`src/rtl/pipe_hazard_ctrl_if.sv`:
```
// Pipeline-to-hazard-controller bundle: hazard inputs from the pipe, stall/flush controls back.
interface pipe_hazard_ctrl_if #(parameter int CNT_W = 16);
  logic             idex_memread_i;
  logic [4:0]       idex_rd_i;
  logic [4:0]       ifid_rs1_i;
  logic [4:0]       ifid_rs2_i;
  logic             exmem_branch_i;
  logic             exmem_memaccess_i;
  logic             mem_ack_i;
  logic             mem_req_o;
  logic             pc_stall_o;
  logic             ifid_stall_o;
  logic             idex_stall_o;
  logic             exmem_stall_o;
  logic             ifid_flush_o;
  logic             idex_flush_o;
  logic             exmem_flush_o;
  logic             timeout_o;
  logic [CNT_W-1:0] hazard_cnt_o;

  modport master (
    output idex_memread_i, idex_rd_i, ifid_rs1_i, ifid_rs2_i,
           exmem_branch_i, exmem_memaccess_i, mem_ack_i,
    input  mem_req_o, pc_stall_o, ifid_stall_o, idex_stall_o, exmem_stall_o,
           ifid_flush_o, idex_flush_o, exmem_flush_o, timeout_o, hazard_cnt_o
  );

  modport slave (
    input  idex_memread_i, idex_rd_i, ifid_rs1_i, ifid_rs2_i,
           exmem_branch_i, exmem_memaccess_i, mem_ack_i,
    output mem_req_o, pc_stall_o, ifid_stall_o, idex_stall_o, exmem_stall_o,
           ifid_flush_o, idex_flush_o, exmem_flush_o, timeout_o, hazard_cnt_o
  );
endinterface

```
`src/rtl/pipe_hazard_ctrl.sv`:
```
// 5-stage pipe scheduler: load-use bubbles, branch flushes, memory-wait holds with timeout.
module pipe_hazard_ctrl #(
  parameter int MEM_TIMEOUT = 15,
  parameter int CNT_W       = 16
) (
  input  logic               clk,
  input  logic               rst_n,
  pipe_hazard_ctrl_if.slave  hif
);

  typedef enum logic [1:0] {RUN, MEM_WAIT, FLUSH, ERR} state_t;

  localparam logic [7:0] TMO = 8'(MEM_TIMEOUT);

  state_t           state, nxt;
  logic [7:0]       wcnt, wcnt_nxt;
  logic [CNT_W-1:0] hcnt;
  logic             timeout_q;
  logic             mem_req, pc_st, ifid_st, idex_st, exmem_st;
  logic             ifid_fl, idex_fl, exmem_fl;
  logic             load_use;

  assign load_use = hif.idex_memread_i && (hif.idex_rd_i != 5'd0) &&
                    ((hif.idex_rd_i == hif.ifid_rs1_i) || (hif.idex_rd_i == hif.ifid_rs2_i));

  always_comb begin
    nxt      = state;
    wcnt_nxt = wcnt;
    mem_req  = 1'b0;
    pc_st    = 1'b0;
    ifid_st  = 1'b0;
    idex_st  = 1'b0;
    exmem_st = 1'b0;
    ifid_fl  = 1'b0;
    idex_fl  = 1'b0;
    exmem_fl = 1'b0;
    case (state)
      RUN: begin
        mem_req = hif.exmem_memaccess_i;
        if (hif.exmem_memaccess_i && !hif.mem_ack_i) begin
          {pc_st, ifid_st, idex_st, exmem_st} = 4'hf;
          nxt      = MEM_WAIT;
          wcnt_nxt = 8'd1;
        end else if (hif.exmem_branch_i) begin
          {ifid_fl, idex_fl, exmem_fl} = 3'b111;
          nxt = FLUSH;
        end else if (load_use) begin
          pc_st   = 1'b1;
          ifid_st = 1'b1;
          idex_fl = 1'b1;
        end
      end
      MEM_WAIT: begin
        mem_req = 1'b1;
        if (!hif.mem_ack_i) begin
          {pc_st, ifid_st, idex_st, exmem_st} = 4'hf;
          if (wcnt == TMO) nxt = ERR;
          else             wcnt_nxt = wcnt + 8'd1;
        end else begin
          wcnt_nxt = 8'd0;
          nxt      = RUN;
          if (hif.exmem_branch_i) begin
            {ifid_fl, idex_fl, exmem_fl} = 3'b111;
            nxt = FLUSH;
          end
        end
      end
      FLUSH: nxt = RUN;
      ERR:   {pc_st, ifid_st, idex_st, exmem_st} = 4'hf;
      default: nxt = RUN;
    endcase
  end

  // Outputs are forced low while reset is held, so a request drops the instant rst_n falls.
  assign hif.mem_req_o     = rst_n & mem_req;
  assign hif.pc_stall_o    = rst_n & pc_st;
  assign hif.ifid_stall_o  = rst_n & ifid_st & ~ifid_fl;
  assign hif.idex_stall_o  = rst_n & idex_st & ~idex_fl;
  assign hif.exmem_stall_o = rst_n & exmem_st & ~exmem_fl;
  assign hif.ifid_flush_o  = rst_n & ifid_fl;
  assign hif.idex_flush_o  = rst_n & idex_fl;
  assign hif.exmem_flush_o = rst_n & exmem_fl;
  assign hif.timeout_o     = timeout_q;
  assign hif.hazard_cnt_o  = hcnt;

  always_ff @(posedge clk or negedge rst_n) begin
    if (!rst_n) begin
      state     <= RUN;
      wcnt      <= 8'd0;
      hcnt      <= '0;
      timeout_q <= 1'b0;
    end else begin
      state <= nxt;
      wcnt  <= wcnt_nxt;
      if (nxt == ERR) timeout_q <= 1'b1;
      if (pc_st && (hcnt != {CNT_W{1'b1}})) hcnt <= hcnt + CNT_W'(1);
    end
  end

endmodule

```
`src/flat_wrapper.sv`:
```
// flat-port wrapper written by rule: the top's interface ports become plain ports
module pipe_hazard_ctrl_flat 
#(
  parameter int MEM_TIMEOUT = 15,
  parameter int CNT_W       = 16
)
  (clk, rst_n, hif_idex_memread_i, hif_idex_rd_i, hif_ifid_rs1_i, hif_ifid_rs2_i, hif_exmem_branch_i, hif_exmem_memaccess_i, hif_mem_ack_i, hif_mem_req_o, hif_pc_stall_o, hif_ifid_stall_o, hif_idex_stall_o, hif_exmem_stall_o, hif_ifid_flush_o, hif_idex_flush_o, hif_exmem_flush_o, hif_timeout_o, hif_hazard_cnt_o);
  pipe_hazard_ctrl_if #(.CNT_W(CNT_W)) hif_i ();
  input  logic clk;
  input  logic rst_n;
  input wire logic [$bits(hif_i.idex_memread_i)-1:0] hif_idex_memread_i;
  input wire logic [$bits(hif_i.idex_rd_i)-1:0] hif_idex_rd_i;
  input wire logic [$bits(hif_i.ifid_rs1_i)-1:0] hif_ifid_rs1_i;
  input wire logic [$bits(hif_i.ifid_rs2_i)-1:0] hif_ifid_rs2_i;
  input wire logic [$bits(hif_i.exmem_branch_i)-1:0] hif_exmem_branch_i;
  input wire logic [$bits(hif_i.exmem_memaccess_i)-1:0] hif_exmem_memaccess_i;
  input wire logic [$bits(hif_i.mem_ack_i)-1:0] hif_mem_ack_i;
  output wire logic [$bits(hif_i.mem_req_o)-1:0] hif_mem_req_o;
  output wire logic [$bits(hif_i.pc_stall_o)-1:0] hif_pc_stall_o;
  output wire logic [$bits(hif_i.ifid_stall_o)-1:0] hif_ifid_stall_o;
  output wire logic [$bits(hif_i.idex_stall_o)-1:0] hif_idex_stall_o;
  output wire logic [$bits(hif_i.exmem_stall_o)-1:0] hif_exmem_stall_o;
  output wire logic [$bits(hif_i.ifid_flush_o)-1:0] hif_ifid_flush_o;
  output wire logic [$bits(hif_i.idex_flush_o)-1:0] hif_idex_flush_o;
  output wire logic [$bits(hif_i.exmem_flush_o)-1:0] hif_exmem_flush_o;
  output wire logic [$bits(hif_i.timeout_o)-1:0] hif_timeout_o;
  output wire logic [$bits(hif_i.hazard_cnt_o)-1:0] hif_hazard_cnt_o;
  assign hif_i.idex_memread_i = hif_idex_memread_i;
  assign hif_i.idex_rd_i = hif_idex_rd_i;
  assign hif_i.ifid_rs1_i = hif_ifid_rs1_i;
  assign hif_i.ifid_rs2_i = hif_ifid_rs2_i;
  assign hif_i.exmem_branch_i = hif_exmem_branch_i;
  assign hif_i.exmem_memaccess_i = hif_exmem_memaccess_i;
  assign hif_i.mem_ack_i = hif_mem_ack_i;
  assign hif_mem_req_o = hif_i.mem_req_o;
  assign hif_pc_stall_o = hif_i.pc_stall_o;
  assign hif_ifid_stall_o = hif_i.ifid_stall_o;
  assign hif_idex_stall_o = hif_i.idex_stall_o;
  assign hif_exmem_stall_o = hif_i.exmem_stall_o;
  assign hif_ifid_flush_o = hif_i.ifid_flush_o;
  assign hif_idex_flush_o = hif_i.idex_flush_o;
  assign hif_exmem_flush_o = hif_i.exmem_flush_o;
  assign hif_timeout_o = hif_i.timeout_o;
  assign hif_hazard_cnt_o = hif_i.hazard_cnt_o;
  pipe_hazard_ctrl #(.MEM_TIMEOUT(MEM_TIMEOUT), .CNT_W(CNT_W)) u_core (.clk(clk), .rst_n(rst_n), .hif(hif_i));
endmodule
```
`config.mk`:
```
export PLATFORM = sky130hd
export DESIGN_NAME = pipe_hazard_ctrl_flat
export DESIGN_NICKNAME = d
export VERILOG_FILES = /design/src/rtl/pipe_hazard_ctrl_if.sv /design/src/rtl/pipe_hazard_ctrl.sv /design/src/flat_wrapper.sv
export SDC_FILE = /design/constraint.sdc
export NUM_CORES = 1
export LEC_CHECK = 0
export CORE_UTILIZATION = 50
export CTS_CLUSTER_SIZE = 10
export DETAILED_ROUTE_END_ITERATION = 10
export PLACE_DENSITY = 0.92
export SYNTH_ARGS = -nofsm -noshare
export SYNTH_HDL_FRONTEND = slang
export SYNTH_SLANG_ARGS = --single-unit
```
`constraint.sdc`:
```
create_clock -name clk -period 8.1 [get_ports clk]
set_input_delay 2.43 -clock clk [delete_from_list [all_inputs] [get_ports clk]]
set_output_delay 2.43 -clock clk [all_outputs]
set_load 0.01 [all_outputs]
```
==> impl_metrics.prom, run 1 <==
# TYPE chip_impl_metric gauge
chip_impl_metric{name="post-layout-total-power",unit="mW"} 0.443
chip_impl_info{name="worstHoldStart",value="u_core.hif.timeout_o"} 1
chip_impl_metric{name="drt_wl_total",unit="um"} 3790
chip_impl_metric{name="layout_setup_ws",unit="ps"} 849
chip_impl_metric{name="synth_largest_type_area_fraction",unit="%"} 43.0
chip_impl_info{name="timing.rr.end",value="u_core.hif.hazard_cnt_o[15]"} 1
chip_impl_metric{name="clock_buffer_depth",unit=""} 2
chip_impl_metric{name="final_design_area_excluding_fillers",unit="um2"} 2080
chip_impl_metric{name="synth_seq_cells",unit=""} 27
chip_impl_metric{name="die_y",unit="um"} 58.1
chip_impl_metric{name="post_synth_instance_area",unit="um2"} 1570
chip_impl_metric{name="clock_latency",unit="ps"} 340
chip_impl_metric{name="x_dimension_of_the_die",unit="um"} 58.1
chip_impl_metric{name="io_buffers",unit=""} 45
chip_impl_metric{name="dp_hpwl",unit="um"} 2950
chip_impl_metric{name="path_clk_slew",unit="ps"} 130
chip_impl_metric{name="met2_usage",unit="%"} 44.0
chip_impl_info{name="post-synth-top-area-cell",value="sky130_fd_sc_hd__dfrtp_1"} 1
chip_impl_metric{name="grt_first_pass_wirelength",unit="um"} 6330
chip_impl_metric{name="leakagePower",unit="nW"} 0.915
chip_impl_metric{name="ys_seq_area_share",unit="%"} 43.0
chip_impl_metric{name="gp_routability_congestion",unit=""} 0.812
chip_impl_info{name="startpoint_type",value="input port"} 1
chip_impl_info{name="hold_end",value="u_core.hif.timeout_o"} 1
chip_impl_metric{name="htreeDepth",unit=""} 1
chip_impl_metric{name="final_util",unit="%"} 72.4
chip_impl_metric{name="fillerInstances",unit=""} 210
chip_impl_info{name="synthFlopType",value="sky130_fd_sc_hd__dfrtp_1"} 1
chip_impl_metric{name="critPathMaxFanout",unit=""} 17
chip_impl_metric{name="fmax",unit="MHz"} 138
chip_impl_metric{name="dpl_worst_slack",unit="ps"} 868
chip_impl_info{name="outcome",value="complete, no violations"} 1
chip_impl_metric{name="intPower",unit="mW"} 0.274
chip_impl_metric{name="antenna_found_initial",unit=""} 0
chip_impl_metric{name="timing_worst_slew_pin_value",unit="ps"} 823
chip_impl_metric{name="route.vias.total",unit=""} 1400
chip_impl_info{name="critical_path.reg2reg.startpoint",value="u_core.hif.hazard_cnt_o[3]"} 1
chip_impl_metric{name="final_min_period_over_clock_period",unit="%"} 89.5
chip_impl_metric{name="drt_pass1_iterations",unit=""} 4
chip_impl_metric{name="worstPathArrival",unit="ps"} 4820
chip_impl_info{name="final_common_cell",value="sky130_fd_sc_hd__clkdlybuf4s50_1"} 1
chip_impl_metric{name="ant_diodes",unit=""} 0
chip_impl_metric{name="power_frac_seq",unit="%"} 44.5
chip_impl_metric{name="worst_ir_drop_vdd",unit="mV"} 0.159
chip_impl_metric{name="ys_async_sr_fraction",unit="%"} 100
chip_impl_metric{name="synthesis.area_per_instance",unit="um2"} 9.65
chip_impl_info{name="hp-class",value="flop to flop"} 1
chip_impl_metric{name="cts_resized",unit=""} 0
chip_impl_metric{name="fin_skew",unit="ps"} 20.4
chip_impl_info{name="grt_setup_unrepaired",value="false"} 1
chip_impl_metric{name="r2r_setup_slack",unit="ps"} 5890
chip_impl_info{name="cts_tree",value="done"} 1
chip_impl_metric{name="net-switching-power",unit="mW"} 0.169
chip_impl_metric{name="ant_nets",unit=""} 0
chip_impl_metric{name="floorplan.die_area",unit="um2"} 3370
chip_impl_metric{name="setup_tns",unit="ps"} 0
chip_impl_metric{name="critPathRequiredTime",unit="ps"} 5670
chip_impl_info{name="final_cell_mix",value="sky130_fd_sc_hd__clkdlybuf4s50_1 (45), sky130_fd_sc_hd__dfrtp_1 (27), sky130_fd_sc_hd__nand2_1 (21), sky130_fd_sc_hd__xor2_1 (15), sky130_fd_sc_hd__o21ai_0 (12)"} 1
chip_impl_metric{name="area_growth_syn_to_layout",unit="%"} 32.5
chip_impl_info{name="critPathCaptureType",value="output pin"} 1
chip_impl_metric{name="worst_hold_path.num_cells",unit=""} 1
chip_impl_metric{name="overflow",unit=""} 0
chip_impl_metric{name="io_pins",unit=""} 46
chip_impl_metric{name="final_layout_size_suffix_gt1_share",unit="%"} 7.66
chip_impl_metric{name="slew_headroom",unit="%"} 44.9
chip_impl_metric{name="first_global_vias",unit=""} 1380
chip_impl_metric{name="drt_iter0_drc",unit=""} 48
chip_impl_metric{name="synthesis.nets",unit=""} 186
chip_impl_metric{name="postSynthCellCount",unit=""} 163
chip_impl_metric{name="timing.final.setup_violations",unit=""} 0
chip_impl_metric{name="switching_share",unit="%"} 38.2
chip_impl_metric{name="cts.hold.buffers_added",unit=""} 0
chip_impl_metric{name="max_cap_viol_count",unit=""} 0
chip_impl_info{name="clockRootBuffer",value="sky130_fd_sc_hd__clkbuf_4"} 1
chip_impl_metric{name="timing.final.hold_violations",unit=""} 0
chip_impl_metric{name="cts_inserted_buffers",unit=""} 3
chip_impl_metric{name="gr-usage-met1",unit="%"} 27.8
chip_impl_info{name="grt-busiest-layer",value="met2"} 1
chip_impl_metric{name="power_density",unit="nW/um2"} 213
chip_impl_metric{name="global_route.usage.met3",unit="%"} 5.13
chip_impl_metric{name="aggregate_global_route_resource_usage",unit="%"} 24.5
chip_impl_metric{name="post_cts.repair.setup_buffers",unit=""} 0
chip_impl_metric{name="synthDistinctLibCells",unit=""} 36
chip_impl_metric{name="core_area",unit="um2"} 2880
chip_impl_info{name="criticalPathCategory",value="input port to output pin"} 1
chip_impl_metric{name="worstRegToRegCells",unit=""} 5
chip_impl_metric{name="timing.final.max_slew_violations",unit=""} 0
chip_impl_metric{name="cts_sinks",unit=""} 27
chip_impl_metric{name="initial_core_util",unit="%"} 54.7
chip_impl_metric{name="row_count",unit=""} 19
chip_impl_metric{name="final_net_count",unit=""} 233
chip_impl_metric{name="number_of_synthesized_flops_with_an_enable_pin",unit=""} 0
chip_impl_metric{name="avgRoutedWirePerCell",unit="um"} 15.1
chip_impl_metric{name="clkPwrFrac",unit="%"} 13.1
chip_impl_metric{name="remaining_drc_errors",unit=""} 0
chip_impl_metric{name="synth_warnings",unit=""} 0
chip_impl_info{name="post_synth_main_area_contributors",value="sky130_fd_sc_hd__dfrtp_1 (43%), sky130_fd_sc_hd__xor2_1 (8.4%), sky130_fd_sc_hd__xnor2_1 (5.6%)"} 1
chip_impl_metric{name="combinationalPowerShare",unit="%"} 42.4
chip_impl_metric{name="detailed_place.area",unit="um2"} 2060
chip_impl_metric{name="maximum_number_of_pins_on_one_net_before_global_route_repair",unit=""} 26
chip_impl_metric{name="post_layout_minimum_cycle_time",unit="ps"} 7250
chip_impl_metric{name="via_per_inst",unit=""} 5.58
## cell usage after synthesis, types with 2 or more instances
cell                      count
sky130_fd_sc_hd__nand2_1     21
sky130_fd_sc_hd__nor2_1      11
sky130_fd_sc_hd__nor2b_1      2
sky130_fd_sc_hd__xor2_1      15
sky130_fd_sc_hd__xnor2_1     10
sky130_fd_sc_hd__a21oi_1      5
sky130_fd_sc_hd__nor3_1       2
sky130_fd_sc_hd__ha_1         2
sky130_fd_sc_hd__dfrtp_1     27
sky130_fd_sc_hd__nor3_2       6
sky130_fd_sc_hd__nand4_1      3
sky130_fd_sc_hd__inv_1        3
sky130_fd_sc_hd__o31ai_1      3
sky130_fd_sc_hd__nor4_1       6
sky130_fd_sc_hd__nand3_1      9
sky130_fd_sc_hd__o21ai_0     12
sky130_fd_sc_hd__and2_1       2
sky130_fd_sc_hd__and3_1       5
sky130_fd_sc_hd__a311o_1      2
## power groups by stage
stage / clock, mW / sequential, mW / combinational [mW]
2_1_floorplan: 0 / 0.195 / 0.106
3_3_place_gp: 0 / 0.194 / 0.178
3_5_place_dp: 0 / 0.198 / 0.187
4_1_cts: 0.0610 / 0.196 / 0.188
5_1_grt: 0.0660 / 0.200 / 0.203
6_report: 0.0583 / 0.197 / 0.188
## cell families after synthesis
kind of cell,after synthesis,share of synthesized area (%)
XOR/XNOR,25,13.9
buffers and inverters,7,2.47
AND/OR/NAND/NOR,74,26.8
flip-flops,27,43.0
multiplexers,1,0.954
AO/OA/AOI/OAI,27,11.3
adder cells (fa/ha/maj),2,1.59
## area by class of cell
cell class | instances | area [um2] | area share, %
clock buffer | 3 | 22.5 | 1.08
clock inverter | 1 | 5.00 | 0.240
inverter | 3 | 11.3 | 0.541
multi-input combinational | 129 | 858 | 41.2
sequential | 27 | 676 | 32.4
tap | 42 | 52.6 | 2.52
timing repair buffer | 46 | 458 | 22.0
## state kept, by name, summed over array words and instances (netlist names)
signal	cells
u_core.hif.hazard_cnt_o	16
u_core.hif.timeout_o	1
u_core.state	2
u_core.wcnt	8
## worst max-delay path by stage
stage | cells after the start | end | startpoint
after floorplan | 5 | hif_ifid_stall_o | hif_idex_rd_i[0]
after global placement | 6 | hif_ifid_stall_o | hif_idex_rd_i[0]
after detailed placement | 6 | hif_ifid_stall_o | hif_idex_rd_i[0]
after CTS | 6 | hif_ifid_stall_o | hif_idex_rd_i[0]
after global routing | 6 | hif_pc_stall_o | hif_idex_rd_i[0]
final | 6 | hif_ifid_stall_o | hif_idex_rd_i[0]
## metal layers
metal | up-vias | wire [um] | part of all wire [%]
met3 | 15 | 134 | 3.5
li1 | 671 | - | -
met4 | 0 | 111 | 2.9
met1 | 671 | 1560 | 41
met2 | 43 | 1980 | 52
met5 | - | 0 | 0
## worst max-delay path: stages
cell and delay (ps):
sky130_fd_sc_hd__clkdlybuf4s50_1 480, sky130_fd_sc_hd__or4_1 550, sky130_fd_sc_hd__o21a_1 230, sky130_fd_sc_hd__a31oi_4 530, sky130_fd_sc_hd__nor2b_1 90, sky130_fd_sc_hd__clkdlybuf4s50_1 500
## stage by stage
step           instances  hold WS (ps)
3_5_place_dp         247           481
3_3_place_gp         247           457
6_report             251           501
2_1_floorplan        163           454
5_1_grt              251           510
4_1_cts              251           508
No activity file was read; power rests on OpenSTA's default activity.
==> run 2: changes to the inputs <==
CORE_UTILIZATION = 51   (was 50)
PLACE_DENSITY = 0.83   (was 0.92)
==> run 2 against run 1 <==
  * The run now ends with DRC left
  * Global-route usage down 0.28 points
  * Die area down 1.9%
  * Non-clock buffer count up 2
  * Critical endpoint is now hif_pc_stall_o
  * Worst hold slack worse by 20 ps
  * Combinational power about the same
  * Maximum frequency up 2.7%
  * Sequential share of layout area about the same
  * Utilization up 1.3 points
  * Sequential power about the same
  * Design area about the same
  * Clock power up 0.7%
==> impl_metrics.prom, run 2 (synthesis results as in run 1) <==
# TYPE chip_impl_metric gauge
chip_impl_info{name="final_common_cell",value="sky130_fd_sc_hd__clkdlybuf4s50_1"} 1
chip_impl_metric{name="maximum_number_of_pins_on_one_net_before_global_route_repair",unit=""} 18
chip_impl_metric{name="final_design_area_excluding_fillers",unit="um2"} 2080
chip_impl_info{name="cts_tree",value="done"} 1
chip_impl_metric{name="overflow",unit=""} 0
chip_impl_metric{name="first_global_vias",unit=""} 1442
chip_impl_metric{name="htreeDepth",unit=""} 1
chip_impl_metric{name="antenna_found_initial",unit=""} 0
chip_impl_metric{name="max_stage_delay",unit="ps"} 540
chip_impl_metric{name="dp_hpwl",unit="um"} 2900
chip_impl_metric{name="cts_inserted_buffers",unit=""} 3
chip_impl_metric{name="post-layout-total-power",unit="mW"} 0.445
chip_impl_info{name="criticalPathCategory",value="input port to output pin"} 1
chip_impl_metric{name="route.vias.total",unit=""} 1386
chip_impl_metric{name="remaining_drc_errors",unit=""} 3
chip_impl_metric{name="power_density",unit="nW/um2"} 214
chip_impl_metric{name="fin_skew",unit="ps"} 8.24
chip_impl_metric{name="core_area",unit="um2"} 2830
chip_impl_metric{name="fmax",unit="MHz"} 142
chip_impl_metric{name="final_net_count",unit=""} 235
chip_impl_metric{name="io_pins",unit=""} 46
chip_impl_metric{name="avgRoutedWirePerCell",unit="um"} 15.4
chip_impl_metric{name="leakagePower",unit="nW"} 0.925
chip_impl_metric{name="timing_worst_slew_pin_value",unit="ps"} 825
chip_impl_metric{name="die_y",unit="um"} 57.5
chip_impl_info{name="crit_path_start",value="hif_idex_rd_i[0]"} 1
chip_impl_metric{name="timing.critical_path.buf_inv",unit=""} 3
chip_impl_metric{name="layout_setup_ws",unit="ps"} 1040
chip_impl_metric{name="worst_ir_drop_vdd",unit="mV"} 0.139
chip_impl_metric{name="largest_register_ff_count",unit=""} 16
chip_impl_metric{name="clock_buffer_depth",unit=""} 2
chip_impl_metric{name="drt_pass1_iterations",unit=""} 7
chip_impl_metric{name="post_layout_minimum_cycle_time",unit="ps"} 7060
chip_impl_metric{name="critPathMaxFanout",unit=""} 17
chip_impl_metric{name="grt_first_pass_wirelength",unit="um"} 6170
chip_impl_metric{name="worstPathArrival",unit="ps"} 4630
chip_impl_metric{name="timing.final.hold_violations",unit=""} 0
chip_impl_metric{name="via_per_inst",unit=""} 5.73
chip_impl_metric{name="slew_headroom",unit="%"} 44.8
chip_impl_metric{name="timing.final.max_slew_violations",unit=""} 0
chip_impl_metric{name="io_buffers",unit=""} 45
chip_impl_metric{name="ant_diodes",unit=""} 0
chip_impl_info{name="violations",value="DRC"} 1
chip_impl_info{name="critical_path.cell_chain",value="clkdlybuf4s50_1 -> or4_1 -> o21a_1 -> a31oi_4 -> buf_4 -> nor2b_1 -> clkdlybuf4s50_1"} 1
chip_impl_metric{name="ant_nets",unit=""} 0
chip_impl_metric{name="area_growth_syn_to_layout",unit="%"} 32.5
chip_impl_metric{name="critPathRequiredTime",unit="ps"} 5670
chip_impl_info{name="final_cell_mix",value="sky130_fd_sc_hd__clkdlybuf4s50_1 (45), sky130_fd_sc_hd__dfrtp_1 (27), sky130_fd_sc_hd__nand2_1 (21), sky130_fd_sc_hd__xor2_1 (15), sky130_fd_sc_hd__o21ai_0 (12)"} 1
chip_impl_metric{name="setup_tns",unit="ps"} 0
chip_impl_metric{name="max_cap_viol_count",unit=""} 0
chip_impl_info{name="path_common_cell",value="sky130_fd_sc_hd__clkdlybuf4s50_1"} 1
chip_impl_metric{name="dpl_worst_slack",unit="ps"} 1030
chip_impl_info{name="timing.critical_path.slowest_stage_cell",value="sky130_fd_sc_hd__or4_1"} 1
chip_impl_metric{name="row_count",unit=""} 19
chip_impl_info{name="hp-class",value="flop to flop"} 1
chip_impl_metric{name="drt_wl_total",unit="um"} 3740
chip_impl_info{name="startpoint_type",value="input port"} 1
chip_impl_metric{name="initial_core_util",unit="%"} 55.6
chip_impl_metric{name="final_layout_size_suffix_gt1_share",unit="%"} 8.53
chip_impl_metric{name="aggregate_global_route_resource_usage",unit="%"} 24.2
chip_impl_metric{name="cts.hold.buffers_added",unit=""} 0
chip_impl_info{name="critical_path.reg2reg.startpoint",value="u_core.hif.hazard_cnt_o[2]"} 1
chip_impl_metric{name="path_clk_slew",unit="ps"} 140
chip_impl_metric{name="gp_routability_congestion",unit=""} 0.808
chip_impl_metric{name="final_min_period_over_clock_period",unit="%"} 87.2
chip_impl_metric{name="floorplan.die_area",unit="um2"} 3310
chip_impl_metric{name="cts_resized",unit=""} 0
chip_impl_metric{name="detailed_place.area",unit="um2"} 2060
chip_impl_metric{name="cts_sinks",unit=""} 27
chip_impl_info{name="clockRootBuffer",value="sky130_fd_sc_hd__clkbuf_4"} 1
chip_impl_metric{name="post_cts.repair.setup_buffers",unit=""} 0
chip_impl_info{name="critPathCaptureType",value="output pin"} 1
chip_impl_metric{name="timing.final.setup_violations",unit=""} 0
chip_impl_info{name="outcome",value="finished, violations left"} 1
chip_impl_info{name="critical-path-top-delay-family",value="buffers and inverters"} 1
chip_impl_metric{name="fillerInstances",unit=""} 220
chip_impl_metric{name="x_dimension_of_the_die",unit="um"} 57.5
chip_impl_info{name="grt_setup_unrepaired",value="false"} 1
chip_impl_info{name="worstHoldStart",value="u_core.hif.timeout_o"} 1
chip_impl_metric{name="drt_iter0_drc",unit=""} 78
chip_impl_metric{name="clock_latency",unit="ps"} 320
run 2: layout make-up:
type / count / area [um2] / share of cell area (%)
multi-input cells: 129 / 858 / 41.2
flip-flops and latches: 27 / 676 / 32.4
repair buffers: 48 / 473 / 22.7
well taps: 31 / 38.8 / 1.86
clock buffers: 3 / 22.5 / 1.08
inverters: 3 / 11.3 / 0.540
clock inverters: 1 / 5.00 / 0.240
run 2: through the flow:
stage | util (%) | cells | hold slack, ps
floorplan | - | 163 | 454
global placement | 72.7 | 238 | 452
detailed placement | 72.7 | 238 | 451
CTS | 73.7 | 242 | 488
global route | 73.7 | 242 | 524
finish | 73.7 | 242 | 480
run 2: worst paths after layout:
kind	end	slack, ps	cells after the start
worst min-delay path	u_core.hif.timeout_o	480	1
worst max-delay path	hif_pc_stall_o	1040	7
worst max register to register	u_core.hif.hazard_cnt_o[1]	5940	5
worst min register to register	u_core.hif.timeout_o	480	1
max in group asynchronous	u_core.wcnt[1]	5060	3
min in group asynchronous	u_core.hif.hazard_cnt_o[4]	2320	1
run 2: report_power, final:
group | internal (mW) | switching (mW) | leakage, nW | total (mW)
combinational | 0.0979 | 0.0927 | 0.553 | 0.191
sequential | 0.160 | 0.0354 | 0.354 | 0.196
clock | 0.0185 | 0.0402 | 0.0177 | 0.0587
total | 0.277 | 0.168 | 0.925 | 0.445
run 2: worst register-to-register path: stages, from the launching register on:
cell and delay, ps:
sky130_fd_sc_hd__dfrtp_1 460, sky130_fd_sc_hd__and4_1 270, sky130_fd_sc_hd__nand2_1 140, sky130_fd_sc_hd__nor4b_4 770, sky130_fd_sc_hd__nor2_2 100, sky130_fd_sc_hd__mux2_4 320
run 2: per-layer routing:
metal | track usage [%] | part of all wire, % | vias to the layer above
met3 | 4.08 | 3.5 | 9
met5 | 0 | 0 | -
met4 | 7.32 | 1.6 | 0
li1 | - | - | 675
met2 | 44.9 | 51 | 42
met1 | 28.4 | 43 | 660
==> run 3: changes to the inputs <==
CTS_CLUSTER_DIAMETER = 50   (was default)
==> results of run 3 <==
No change in the layout: final DEF, timing and power equal those of run 2.
